<file path="config.mk">
export PLATFORM = sky130hd
export DESIGN_NAME = prog_loader
export DESIGN_NICKNAME = d
export VERILOG_FILES = /design/src/rtl/prog_loader.sv
export SDC_FILE = /design/constraint.sdc
export NUM_CORES = 1
export LEC_CHECK = 0
export BUFFER_PORTS_ARGS = -buffer_cell sky130_fd_sc_hd__buf_2
export CAP_MARGIN = 20
export CORE_ASPECT_RATIO = 1.4
export CORE_MARGIN = 2
export CORE_UTILIZATION = 56
export DETAILED_ROUTE_END_ITERATION = 8
export PLACE_DENSITY = 0.84
export REMOVE_ABC_BUFFERS = 1
export SYNTH_ARGS = -nofsm -noshare
export SYNTH_HDL_FRONTEND = slang
export SYNTH_SLANG_ARGS = --single-unit
</file>
<file path="constraint.sdc">
create_clock -name clk -period 3.4 [get_ports clk]
set_clock_uncertainty 0.15 [all_clocks]
set_input_delay 0.68 -clock clk [delete_from_list [all_inputs] [get_ports clk]]
set_output_delay 0.68 -clock clk [all_outputs]
set_load 0.03 [all_outputs]
</file>
<file path="src/rtl/prog_loader.sv">
// Boot-time program loader: parses a header + (low, high) byte-pair stream into
// IW-bit words, writes them to instruction memory, and stalls the core until done.
module prog_loader #(
  parameter int IW = 9,
  parameter int AW = 8
) (
  input  logic          clk,
  input  logic          reset,
  input  logic          start,
  input  logic          in_valid,
  input  logic [7:0]    in_data,
  output logic          in_ready,
  output logic          imem_we,
  output logic [AW-1:0] imem_addr,
  output logic [IW-1:0] imem_wdata,
  output logic          core_hold,
  output logic          done,
  output logic          err,
  output logic [AW:0]   count
);

  localparam int CW    = AW + 1;
  localparam int DEPTH = 2 ** AW;

  // Handshake: a byte moves on a rising edge where in_valid && in_ready; the
  // sender holds in_data stable until then, and in_ready depends on state only.
  typedef enum logic [2:0] {
    S_IDLE,
    S_HDR,
    S_LO,
    S_HI,
    S_WR,
    S_DONE,
    S_ERR
  } state_t;

  state_t        state_q, state_d;
  logic [CW-1:0] count_q, count_d;
  logic [CW-1:0] n_q, n_d;
  logic [7:0]    low_q, low_d;
  logic          bit8_q, bit8_d;
  logic          xfer;
  logic [CW-1:0] count_inc;

  assign xfer      = in_valid && in_ready;
  assign count_inc = count_q + CW'(1);

  always_ff @(posedge clk or posedge reset) begin
    if (reset) begin
      state_q <= S_IDLE;
      count_q <= '0;
      n_q     <= '0;
      low_q   <= '0;
      bit8_q  <= 1'b0;
    end else begin
      state_q <= state_d;
      count_q <= count_d;
      n_q     <= n_d;
      low_q   <= low_d;
      bit8_q  <= bit8_d;
    end
  end

  always_comb begin
    state_d = state_q;
    count_d = count_q;
    n_d     = n_q;
    low_d   = low_q;
    bit8_d  = bit8_q;
    case (state_q)
      S_IDLE, S_DONE, S_ERR: begin
        if (start) begin
          state_d = S_HDR;
          count_d = '0;
        end
      end
      S_HDR: begin
        if (xfer) begin
          // N is checked here so the write address can never wrap.
          if (in_data == 8'd0 || 32'(in_data) > DEPTH) begin
            state_d = S_ERR;
          end else begin
            n_d     = CW'(in_data);
            state_d = S_LO;
          end
        end
      end
      S_LO: begin
        if (xfer) begin
          low_d   = in_data;
          state_d = S_HI;
        end
      end
      S_HI: begin
        if (xfer) begin
          if (in_data[7:1] != 7'd0) begin
            state_d = S_ERR;
          end else begin
            bit8_d  = in_data[0];
            state_d = S_WR;
          end
        end
      end
      S_WR: begin
        count_d = count_inc;
        state_d = (count_inc == n_q) ? S_DONE : S_LO;
      end
      default: state_d = S_IDLE;
    endcase
  end

  assign in_ready   = (state_q == S_HDR) || (state_q == S_LO) || (state_q == S_HI);
  assign imem_we    = (state_q == S_WR);
  assign imem_addr  = count_q[AW-1:0];
  assign imem_wdata = IW'({bit8_q, low_q});
  assign core_hold  = (state_q != S_DONE);
  assign done       = (state_q == S_DONE);
  assign err        = (state_q == S_ERR);
  assign count      = count_q;

endmodule

</file>
-- Yosys cells after proc, flatten, opt, wreduce, memory -nomap -nowiden
Index checks and enable logic that the tools add are counted.
- output and inout bits: 31
- bits in registers: 29
- bits of input ports: 12
- RAM bits: 0
- logic and storage cells: 43
- memories kept: 0
- latch bits: 0
- bits in read-only memories: 0
- magnitude comparators: 0
- $mul: 0
- multiplexer cells: 10
- divide/modulo/power cells: 0
- add/sub/neg operators: 1
- reduce and logical (&&, ||, !) cells: 13
- equal/unequal tests: 12
- shift-type cells: 0
- bitwise operators: 2
- operator list (cell ; count):
    3-bit two-way mux ; 6
    9-bit one-hot mux with 2 select lines ; 1
    3-bit one-hot mux with 5 select lines ; 1
    9-bit by 1-bit adder with 9-bit output, second input constant ; 1
    3-bit equality test, second input constant ; 3
    9-bit by 8-bit equality test with 1-bit output ; 1
    9-bit two-way mux ; 1
    8-bit zero test ; 1
    2-bit != test, second input constant ; 4
    7-bit nonzero test ; 1
    3-bit by 2-bit equality test with 1-bit output, second input constant ; 2
    3-bit AND reduction ; 2
    2-bit AND reduction ; 2
    4-bit AND reduction ; 1
    3-bit by 1-bit equality test with 1-bit output, second input constant ; 1
    3-bit zero test ; 1
    3-bit != test, second input constant ; 1
    3-bit OR reduction ; 1
    1-bit logical OR ; 2
    2-bit two-way mux ; 1
    1-bit NOT ; 2
    2-bit nonzero test ; 1
    1-bit logical AND ; 1

-- Logic depth before layout (Yosys ltp)
Gate-level depths: netlist (run 1).
- depth in word-level cells: 6
- depth in mapped cells: 6
- gate-level depth less buffers: 6

-- Worst setup path before layout (run 1)
No wires, ideal clock.
- path type: input -> register
- start: input in_data[4]
- end: register bit8_q
- setup slack: 1.242 ns
- cell stages on the path: 4
- library setup time: 0.127 ns
- buffers on the path: 0
- data arrival time: 1.881 ns
- required time: 3.123 ns
- path through: nor4_2 nand2_2 or4b_1 mux2_1
- longest elaborated chain between the ends: 3
- ends and longest elaborated chain (element ; RTL line ; RTL):
    from (decl) ; 11 ; input logic [7:0] in_data,
    7-bit nonzero test ; 96 ; if (in_data[7:1] != 7'd0) begin
    1-bit NOT (no line) ; - ;
    3-bit AND reduction (no line) ; - ;
    to (signal assigned) ; 60 ; bit8_q <= bit8_d;
    to (decl) ; 41 ; logic bit8_q, bit8_d;
Every way passes these cells.
A chain may end at the register's enable or synchronous reset.

-- Worst setup path in the final report (run 1)
- start: register state_q[2]
- end: output imem_we
- longest elaborated chain between the ends: 1
- ends and longest elaborated chain (element ; RTL line ; RTL):
    from (decl) ; 37 ; state_t state_q, state_d;
    from (signal assigned) ; 56 ; state_q <= state_d;
    3-bit equality test ; 113 ; assign imem_we = (state_q == S_WR);
    to (decl) ; 13 ; output logic imem_we,
Every way passes these cells.

==> out/qor.yml, run 1 <==
run_status:
  status: "completed"
sta:
  rsz0062_at_grt: "false"
  period_needed_ps: 2630
  finalCritPeriodShare_pct: 77.3
  final_hold_viol_count: 0
  fmax_mhz: 380
  drv_slew: 0
  tns_ps: 0
  worst_slew_pin_slew_ps: 612
  setup_violations: 0
  whs_ps: 164
  relSlewSlack_pct: 59.0
cts:
  holdBufCountCts: 0
  path_clk_slew_ps: 60
  clock_latency_ps: 280
  cts_setup_buffers: 0
  htree_levels: 2
  cts_buffer_depth: 2
  cts.sinks: 29
  ctsResizeCount: 0
  cts_tree: "built"
  cts_made_buffers: 5
  clock-root-buffer: "clkbuf_8"
yosys:
  yosys_warnings: 0
  synthFlopType: "dfrtp_1"
  ys_seq_area_share_pct: 44.4
  ys_ff_latch: 29
  syn_area_um2: 1630
  syn-mean-instance-area_um2: 9.90
  synth_cell_types: 43
  synthArstFlopShare_pct: 100
  synth_edf_count: 0
  yosys.area.top_type: "dfrtp_1"
  syn_inst: 165
  synth_top_cell_area_share_pct: 44.4
  netlist_top_cells_area: "dfrtp_1 44%, mux2_2 9.0%, o21ai_0 4.6%"
pwr:
  p_leak_nw: 0.899
  p_sw_share_pct: 42.2
  clkPwrFrac_pct: 16.5
  p_sw_uw: 650
  finalPower_mw: 1.54
  internal-power_uw: 891
  p_per_area_nw_per_um2: 809
  power_frac_comb_pct: 44.8
  ir_worst_vdd_mv: 0.567
  seq_power_share_pct: 38.7
floorplan:
  rows: 23
  ios: 43
  die-height_um: 67.9
  initial_core_util_pct: 57.9
  die-area_um2: 3370
  core_um2: 2820
  dieWidth_um: 49.7
global_routing:
  grt_first_pass_wirelength_um: 5370
  grt_antenna_before_repair: 0
  grt_start_max_net_pins: 30
  grt_pass1_vias: 1170
  track_usage_pct: 22.0
  grt_overflow: 0
critical_path:
  cp_slowest_stage_delay_ps: 560
  start_kind: "flop"
  crit_arrival_ps: 1800
  cp_max_fo: 13
  crit_type: "reg -> out"
  required_ps: 2570
  crit_path_end_kind: "primary output"
  crit_chain: "nor2b_1 > nand2b_1 > inv_1 > buf_2"
  slowest_stage: "dfrtp_1"
flow_run:
  maxCapViolations: 0
placed_design:
  port_buffers: 42
  gp_congestion: 0.861
  dp_hpwl_um: 2440
  placed_cell_area_um2: 1800
cells_and_area:
  nNetsFinal: 214
  antenna_cells: 0
  stdcell_area_um2: 1900
  final_cell_mix: "42 x buf_2, 29 x dfrtp_1, 17 x nand2_1"
  layout_commonest_cell: "buf_2"
  area_growth_pct: 16.5
  drive_gt1_share_pct: 34.5
routing:
  dr.pass1.iters: 4
  via_per_inst: 5.57
  drt_wl_total_um: 3300
  ant_nets: 0
  wl_per_cell_um: 13.9
  drc: 0
  vias: 1321
  drt-initial-drc-count: 30
min_path:
  worstHoldPathType: "in -> async"
[logic make-up after synthesis]
family / after synthesis / share of synthesized area (%)
xor gates and xnor gates: 10 / 6.20
adders and majority gates: 1 / 0.766
and+or+nand+nor: 53 / 17.2
buffers and inverters: 19 / 6.51
DFF: 29 / 44.4
muxes: 14 / 9.65
AOI/OAI and AO/OA: 39 / 15.3
[stage by stage]
step                      setup WS, ps  cells  util (%)
after global placement            1010    230      63.9
after detailed placement           974    230      63.9
after global routing               614    237      67.5
final                              771    237      67.5
after floorplan                   1240    151         -
after CTS                          776    236      66.5
[cell usage after synthesis (all sizes together), types with 3 or more instances]
cell and n:
xnor2 5, o31ai 3, o21ai 16, xor2 4, nand3 6, inv 5
nand2 18, a22o 3, a21oi 6, nand2b 3, mux2 14, clkbuf 4
nor3 5, buf 10, dfrtp 29, nor2 9
[layout make-up]
cell class | instances | area (µm²)
inverters | 5 | 18.8
multi-input cells | 117 | 802
repair buffers | 43 | 238
flip-flops and latches | 29 | 726
clock inverters | 1 | 5.00
well taps | 37 | 46.3
clock buffers | 5 | 68.8
fillers | 232 | 916
[critical path, delay by kind of cell, from the launching register on]
| family | cells | cell delay [ps] |
|---|---|---|
| buffers and inverters | 2 | 460 |
| and+or+nand+nor | 2 | 500 |
| DFF | 1 | 560 |
[sequential cells by signal, summed over array words and instances (netlist names)]
register	cells
bit8_q	1
low_q	8
state_q	3
n_q	8
count	9
[layer usage]
layer | track usage (%) | share of wire (%) | routed length [µm] | vias to the layer above
li1 | - | - | - | 654
met1 | 23.5 | 41 | 1360 | 628
met2 | 37.0 | 51 | 1690 | 31
met3 | 6.55 | 4.6 | 153 | 8
met4 | 16.0 | 3.0 | 99 | 0
met5 | 0 | 0 | 0 | -
[final timing paths]
kind / slack [ps] / depth (start not counted) / startpoint / end
min in group clk: 350 / 1 / bit8_q$_DFFE_PP0P_ / bit8_q$_DFFE_PP0P_
setup / recovery: 770 / 4 / state_q[2]$_DFFE_PP0P_ / imem_we
setup reg to reg: 1410 / 4 / state_q[2]$_DFFE_PP0P_ / low_q[5]$_DFFE_PP0P_
max in group asynchronous: 2540 / 3 / reset / count[4]$_DFFE_PP0P_
hold reg to reg: 350 / 1 / bit8_q$_DFFE_PP0P_ / bit8_q$_DFFE_PP0P_
hold / removal: 160 / 2 / reset / n_q[5]$_DFFE_PP0P_
[power groups by stage]
stage / clock network [mW] / logic [mW] / registers (mW)
2_1_floorplan: 0 / 0.398 / 0.706
3_3_place_gp: 0 / 0.672 / 0.591
3_5_place_dp: 0 / 0.688 / 0.600
4_1_cts: 0.262 / 0.693 / 0.594
5_1_grt: 0.275 / 0.751 / 0.617
6_report: 0.254 / 0.691 / 0.596
Power figures use the tool's default switching activity.
==> run 2: changes to the inputs <==
Settings changed: CORE_UTILIZATION 56 to 52, PLACE_DENSITY 0.84 to 0.79.
Clock period 3.4 ns to 2.7 ns, I/O delays scaled along.
==> out/qor.yml, run 2 (synthesized netlist as in run 1, its figures left out) <==
global_routing:
  grt_overflow: 0  # unchanged
  grt_antenna_before_repair: 0  # unchanged
  grt_start_max_net_pins: 30  # unchanged
  grt_pass1_vias: 1299  # was 1170
  grt_first_pass_wirelength_um: 5860  # was 5370 µm
  track_usage_pct: 21.5  # was 22.0%
cts:
  clock-root-buffer: "clkbuf_8"  # unchanged
  cts_tree: "built"  # unchanged
  htree_levels: 2  # unchanged
  cts.sinks: 29  # unchanged
  path_clk_slew_ps: 70  # was 60 ps
  cts_made_buffers: 5  # unchanged
  clock_latency_ps: 290  # was 280 ps
  cts_buffer_depth: 2  # unchanged
  cts_setup_buffers: 0  # unchanged
  ctsResizeCount: 0  # unchanged
  holdBufCountCts: 0  # unchanged
cells_and_area:
  fin_util_pct: 62.7  # was 67.5%
  fillers: 266  # was 232
  nNetsFinal: 215  # was 214
  final_cell_mix: "42 x buf_2, 29 x dfrtp_1, 17 x nand2_1"  # unchanged
  layout_commonest_cell: "buf_2"  # unchanged
  largest_register_ffs: 9  # unchanged
  stdcell_area_um2: 1920  # was 1900 µm²
  area_growth_pct: 17.6  # was 16.5%
  register_area_um2: 726  # unchanged
  antenna_cells: 0  # unchanged
  multi_input_area_um2: 802  # unchanged
  drive_gt1_share_pct: 35.5  # was 34.5%
pwr:
  p_per_area_nw_per_um2: 1050  # was 809 nW/µm²
  finalPower_mw: 2.03  # was 1.54 mW
  ir_worst_vdd_mv: 0.705  # was 0.567 mV
  p_leak_nw: 0.909  # was 0.899 nW
  p_sw_uw: 844  # was 650 µW
  p_sw_share_pct: 41.7  # was 42.2%
  clkPwrFrac_pct: 19.7  # was 16.5%
  power_frac_comb_pct: 43.1  # was 44.8%
  seq_power_share_pct: 37.1  # was 38.7%
  internal-power_mw: 1.18  # was 891 µW
floorplan:
  core_um2: 3060  # was 2820 µm²
  ios: 43  # unchanged
  die-area_um2: 3610  # was 3370 µm²
  initial_core_util_pct: 53.3  # was 57.9%
  dieWidth_um: 51.4  # was 49.7 µm
  die-height_um: 70.3  # was 67.9 µm
  rows: 24  # was 23
routing:
  drt_wl_total_um: 3470  # was 3300 µm
  drt-initial-drc-count: 38  # was 30
  top_layer: "met4"  # unchanged
  vias: 1385  # was 1321
  met1_length_um: 1410  # was 1360 µm
  dr.pass1.iters: 4  # unchanged
  ant_nets: 0  # unchanged
  wl_per_cell_um: 14.3  # was 13.9 µm
  wl_met2_um: 1770  # was 1690 µm
  via_per_inst: 5.72  # was 5.57
  drc: 0  # unchanged
  met3_length_um: 178  # was 153 µm
placed_design:
  port_buffers: 42  # unchanged
  dp_hpwl_um: 2540  # was 2440 µm
  gp_congestion: 0.833  # was 0.861
  placed_cell_area_um2: 1820  # was 1800 µm²
sta:
  drv_slew: 0  # unchanged
  setup_violations: 0  # unchanged
  tns_ps: 0  # unchanged
  rsz0062_at_grt: "false"  # unchanged
  whs_ps: 149  # was 164 ps
  finalCritPeriodShare_pct: 82.3
  relSlewSlack_pct: 56.6  # was 59.0%
  fmax_mhz: 450
  worst_slew_pin_slew_ps: 648  # was 612 ps
  period_needed_ps: 2220
  final_hold_viol_count: 0  # unchanged
critical_path:
  crit_arrival_ps: 1530  # was 1800 ps
  start_kind: "flop"  # unchanged
  required_ps: 2010  # was 2570 ps
  crit_type: "reg -> out"  # unchanged
  crit_path_end_kind: "primary output"  # unchanged
  cp_max_fo: 12  # was 13
run_status:
  status: "completed"  # unchanged
min_path:
  worstHoldPathType: "in -> async"  # unchanged
flow_run:
  maxCapViolations: 0  # unchanged
run 2: changes by cell type in the layout (fill, tap and decap cells not counted):
cell / change
clkbuf_8: +2
buf_16: -1
buf_4: +2
run 2: routing by layer:
| metal | up-vias | track usage [%] |
|---|---|---|
| met5 | - | 0 |
| met4 | 0 | 10.8 |
| met1 | 678 | 24.0 |
| li1 | 651 | - |
| met2 | 41 | 36.3 |
| met3 | 15 | 6.20 |
run 2: area by class of cell:
cell class / count / area share (%)
inverters: 5 / 0.977
multi-input cells: 117 / 41.7
repair buffers: 44 / 11.7
clock inverters: 1 / 0.260
well taps: 39 / 2.54
clock buffers: 7 / 5.01
flip-flops and latches: 29 / 37.8
run 2: worst paths after layout:
| check | from | endpoint | slack [ps] | depth (start not counted) |
|---|---|---|---|---|
| worst max register to register | state_q[2]$_DFFE_PP0P_ | low_q[6]$_DFFE_PP0P_ | 660 | 4 |
| worst min-delay path | reset | n_q[5]$_DFFE_PP0P_ | 150 | 3 |
| min in group clk | in_data[1] | n_q[1]$_DFFE_PP0P_ | 330 | 3 |
| max in group asynchronous | reset | low_q[0]$_DFFE_PP0P_ | 1970 | 3 |
| worst min register to register | low_q[0]$_DFFE_PP0P_ | low_q[0]$_DFFE_PP0P_ | 350 | 1 |
| worst max-delay path | state_q[2]$_DFFE_PP0P_ | imem_we | 480 | 4 |
run 2: critical path: stages, from the launching register on:
cell,delay [ps]
dfrtp_1,560
nor2b_1,210
nand2b_1,90
inv_1,150
buf_2,230
run 2: power groups by stage:
| stage | Combinational (mW) | Sequential (mW) | Clock (mW) |
|---|---|---|---|
| CTS | 0.883 | 0.751 | 0.407 |
| detailed placement | 0.879 | 0.756 | 0 |
| global route | 0.955 | 0.778 | 0.423 |
| finish | 0.874 | 0.753 | 0.400 |
| floorplan | 0.502 | 0.889 | 0 |
| global placement | 0.852 | 0.746 | 0 |
run 2: stage by stage:
stage          setup slack [ps]  std cells
5_1_grt                     368        242
6_report                    478        242
2_1_floorplan               565        151
3_5_place_dp                405        234
4_1_cts                     479        242
3_3_place_gp                440        234
==> run 3: changes to the inputs <==
Clock period 2.7 ns to 2.2 ns, I/O delays scaled along.
==> out/qor.yml, run 3 (synthesized netlist as in run 1, its figures left out) <==
placed_design:
  dp_hpwl_um: 2670  # was 2540 µm
  pre_cts_slack_ps: 28.3  # was 405 ps
  gp_congestion: 0.827  # was 0.833
  place_inst: 237  # was 234
  port_buffers: 42  # unchanged
sta:
  setup_slack_ps: 139  # was 478 ps
  whs_ps: 56.3  # was 149 ps
  final_hold_viol_count: 0  # unchanged
  finalCritPeriodShare_pct: 93.7
  fmax_mhz: 485
  period_needed_ps: 2060
  worst_slew_pin_slew_ps: 581  # was 648 ps
  relSlewSlack_pct: 61.1  # was 56.6%
  rsz0062_at_grt: "false"  # unchanged
  setup_violations: 0  # unchanged
  drv_slew: 0  # unchanged
  tns_ps: 0  # unchanged
global_routing:
  grt_pass1_vias: 1360  # was 1299
  grt_antenna_before_repair: 0  # unchanged
  track_usage_pct: 22.7  # was 21.5%
  grt_overflow: 0  # unchanged
  grt_first_pass_wirelength_um: 6070  # was 5860 µm
  grt_start_max_net_pins: 30  # unchanged
pwr:
  p_per_area_nw_per_um2: 1290  # was 1050 nW/µm²
  p_leak_nw: 0.922  # was 0.909 nW
  ir_worst_vdd_mv: 0.854  # was 0.705 mV
cells_and_area:
  antenna_cells: 0  # unchanged
  fin_cells: 245  # was 242
  final_cell_mix: "42 x buf_2, 28 x dfrtp_1, 17 x nand2_1"  # was 42 x buf_2, 29 x dfrtp_1, 17 x nand2_1
  nNetsFinal: 218  # was 215
  fin_util_pct: 63.5  # was 62.7%
  area_growth_pct: 19.1  # was 17.6%
  drive_gt1_share_pct: 36.9  # was 35.5%
  largest_register_ffs: 9  # unchanged
  layout_commonest_cell: "buf_2"  # unchanged
floorplan:
  ios: 43  # unchanged
  initial_core_util_pct: 53.3  # unchanged
  rows: 24  # unchanged
  die-height_um: 70.3  # unchanged
  core_um2: 3060  # unchanged
  dieWidth_um: 51.4  # unchanged
  die-area_um2: 3610  # unchanged
cts:
  htree_levels: 2  # unchanged
  path_clk_slew_ps: 60  # was 70 ps
  clock_latency_ps: 290  # about the same
  holdBufCountCts: 0  # unchanged
  cts_buffer_depth: 2  # unchanged
  cts_tree: "built"  # unchanged
  cts_made_buffers: 5  # unchanged
  cts.sinks: 29  # unchanged
  clock-root-buffer: "clkbuf_8"  # unchanged
  cts_setup_buffers: 0  # unchanged
  ctsResizeCount: 0  # unchanged
critical_path:
  r2r_setup_slack_ps: 160  # was 660 ps
  cp-startpoint: "state_q[1]$_DFFE_PP0P_"  # was state_q[2]$_DFFE_PP0P_
  start_kind: "flop"  # unchanged
  r2r-start: "count[0]$_DFFE_PP0P_"  # was state_q[2]$_DFFE_PP0P_
  cp_slowest_stage_delay_ps: 520  # was 560 ps
  slowest_stage: "dfrtp_1"  # unchanged
  crit_type: "reg -> out"  # unchanged
  cp_max_fo: 14  # was 12
  required_ps: 1610  # was 2010 ps
  crit_arrival_ps: 1470  # was 1530 ps
  crit_chain: "nor2b_1 > nand2b_1 > inv_1 > buf_2"  # unchanged
  reg2reg_to: "state_q[2]$_DFFE_PP0P_"  # was low_q[6]$_DFFE_PP0P_
  reg2reg_depth: 6  # was 4
  crit_path_end_kind: "primary output"  # unchanged
run_status:
  status: "completed"  # unchanged
routing:
  drt-initial-drc-count: 39  # was 38
  wl_per_cell_um: 14.9  # was 14.3 µm
  dr.pass1.iters: 4  # unchanged
  drc: 0  # unchanged
  via_per_inst: 5.76  # was 5.72
  drt_wl_total_um: 3640  # was 3470 µm
  vias: 1412  # was 1385
  ant_nets: 0  # unchanged
flow_run:
  maxCapViolations: 0  # unchanged
min_path:
  worstHoldPathType: "in -> async"  # unchanged
## run 3: cell types whose count changed in the layout (fill, tap and decap cells not counted)
| cell | before | now |
|---|---|---|
| buf_4 | 2 | 5 |
| dfrtp_1 | 29 | 28 |
| dfrtp_2 | 0 | 1 |
## run 3: power by group
group          internal [mW]  total, mW  switching [mW]
Sequential             0.725      0.896           0.171
Combinational          0.465       1.12           0.657
Clock                  0.282      0.488           0.206
## run 3: per-stage QoR
stage	power (mW)	area (µm²)
after floorplan	1.71	1550
after global placement	1.98	1840
after detailed placement	2.03	1840
after CTS	2.52	1940
after global routing	2.67	1950
final	2.51	1950
## run 3: cell type report
class | instances | area, µm²
Clock buffer | 7 | 96.3
Clock inverter | 1 | 5.00
Fill cell | 269 | 1120
Inverter | 5 | 18.8
Multi-Input combinational cell | 117 | 802
Sequential cell | 29 | 727
Tap cell | 39 | 48.8
Timing Repair Buffer | 47 | 248
## run 3: per-layer routing
layer	vias up	global-route usage (%)	part of all wire, %
met5	-	0	0
met4	0	14.0	3.7
met3	13	5.34	5.3
met2	51	37.5	54
met1	688	25.5	37
li1	660	-	-
## run 3: worst max-delay path, delay by kind of cell (launching register included)
family | cells | cell delay (ps)
and+or+nand+nor | 2 | 290
DFF | 1 | 520
buffers and inverters | 2 | 370
## run 3: worst max path at each step
stage | endpoint | slack (ps) | cells past startpoint
after floorplan | state_q[2]$_DFFE_PP0P_ | 70 | 6
after global placement | bit8_q$_DFFE_PP0P_ | 70 | 5
after detailed placement | bit8_q$_DFFE_PP0P_ | 30 | 5
after CTS | imem_we | 80 | 4
after global routing | state_q[2]$_DFFE_PP0P_ | 20 | 5
final | imem_we | 140 | 4
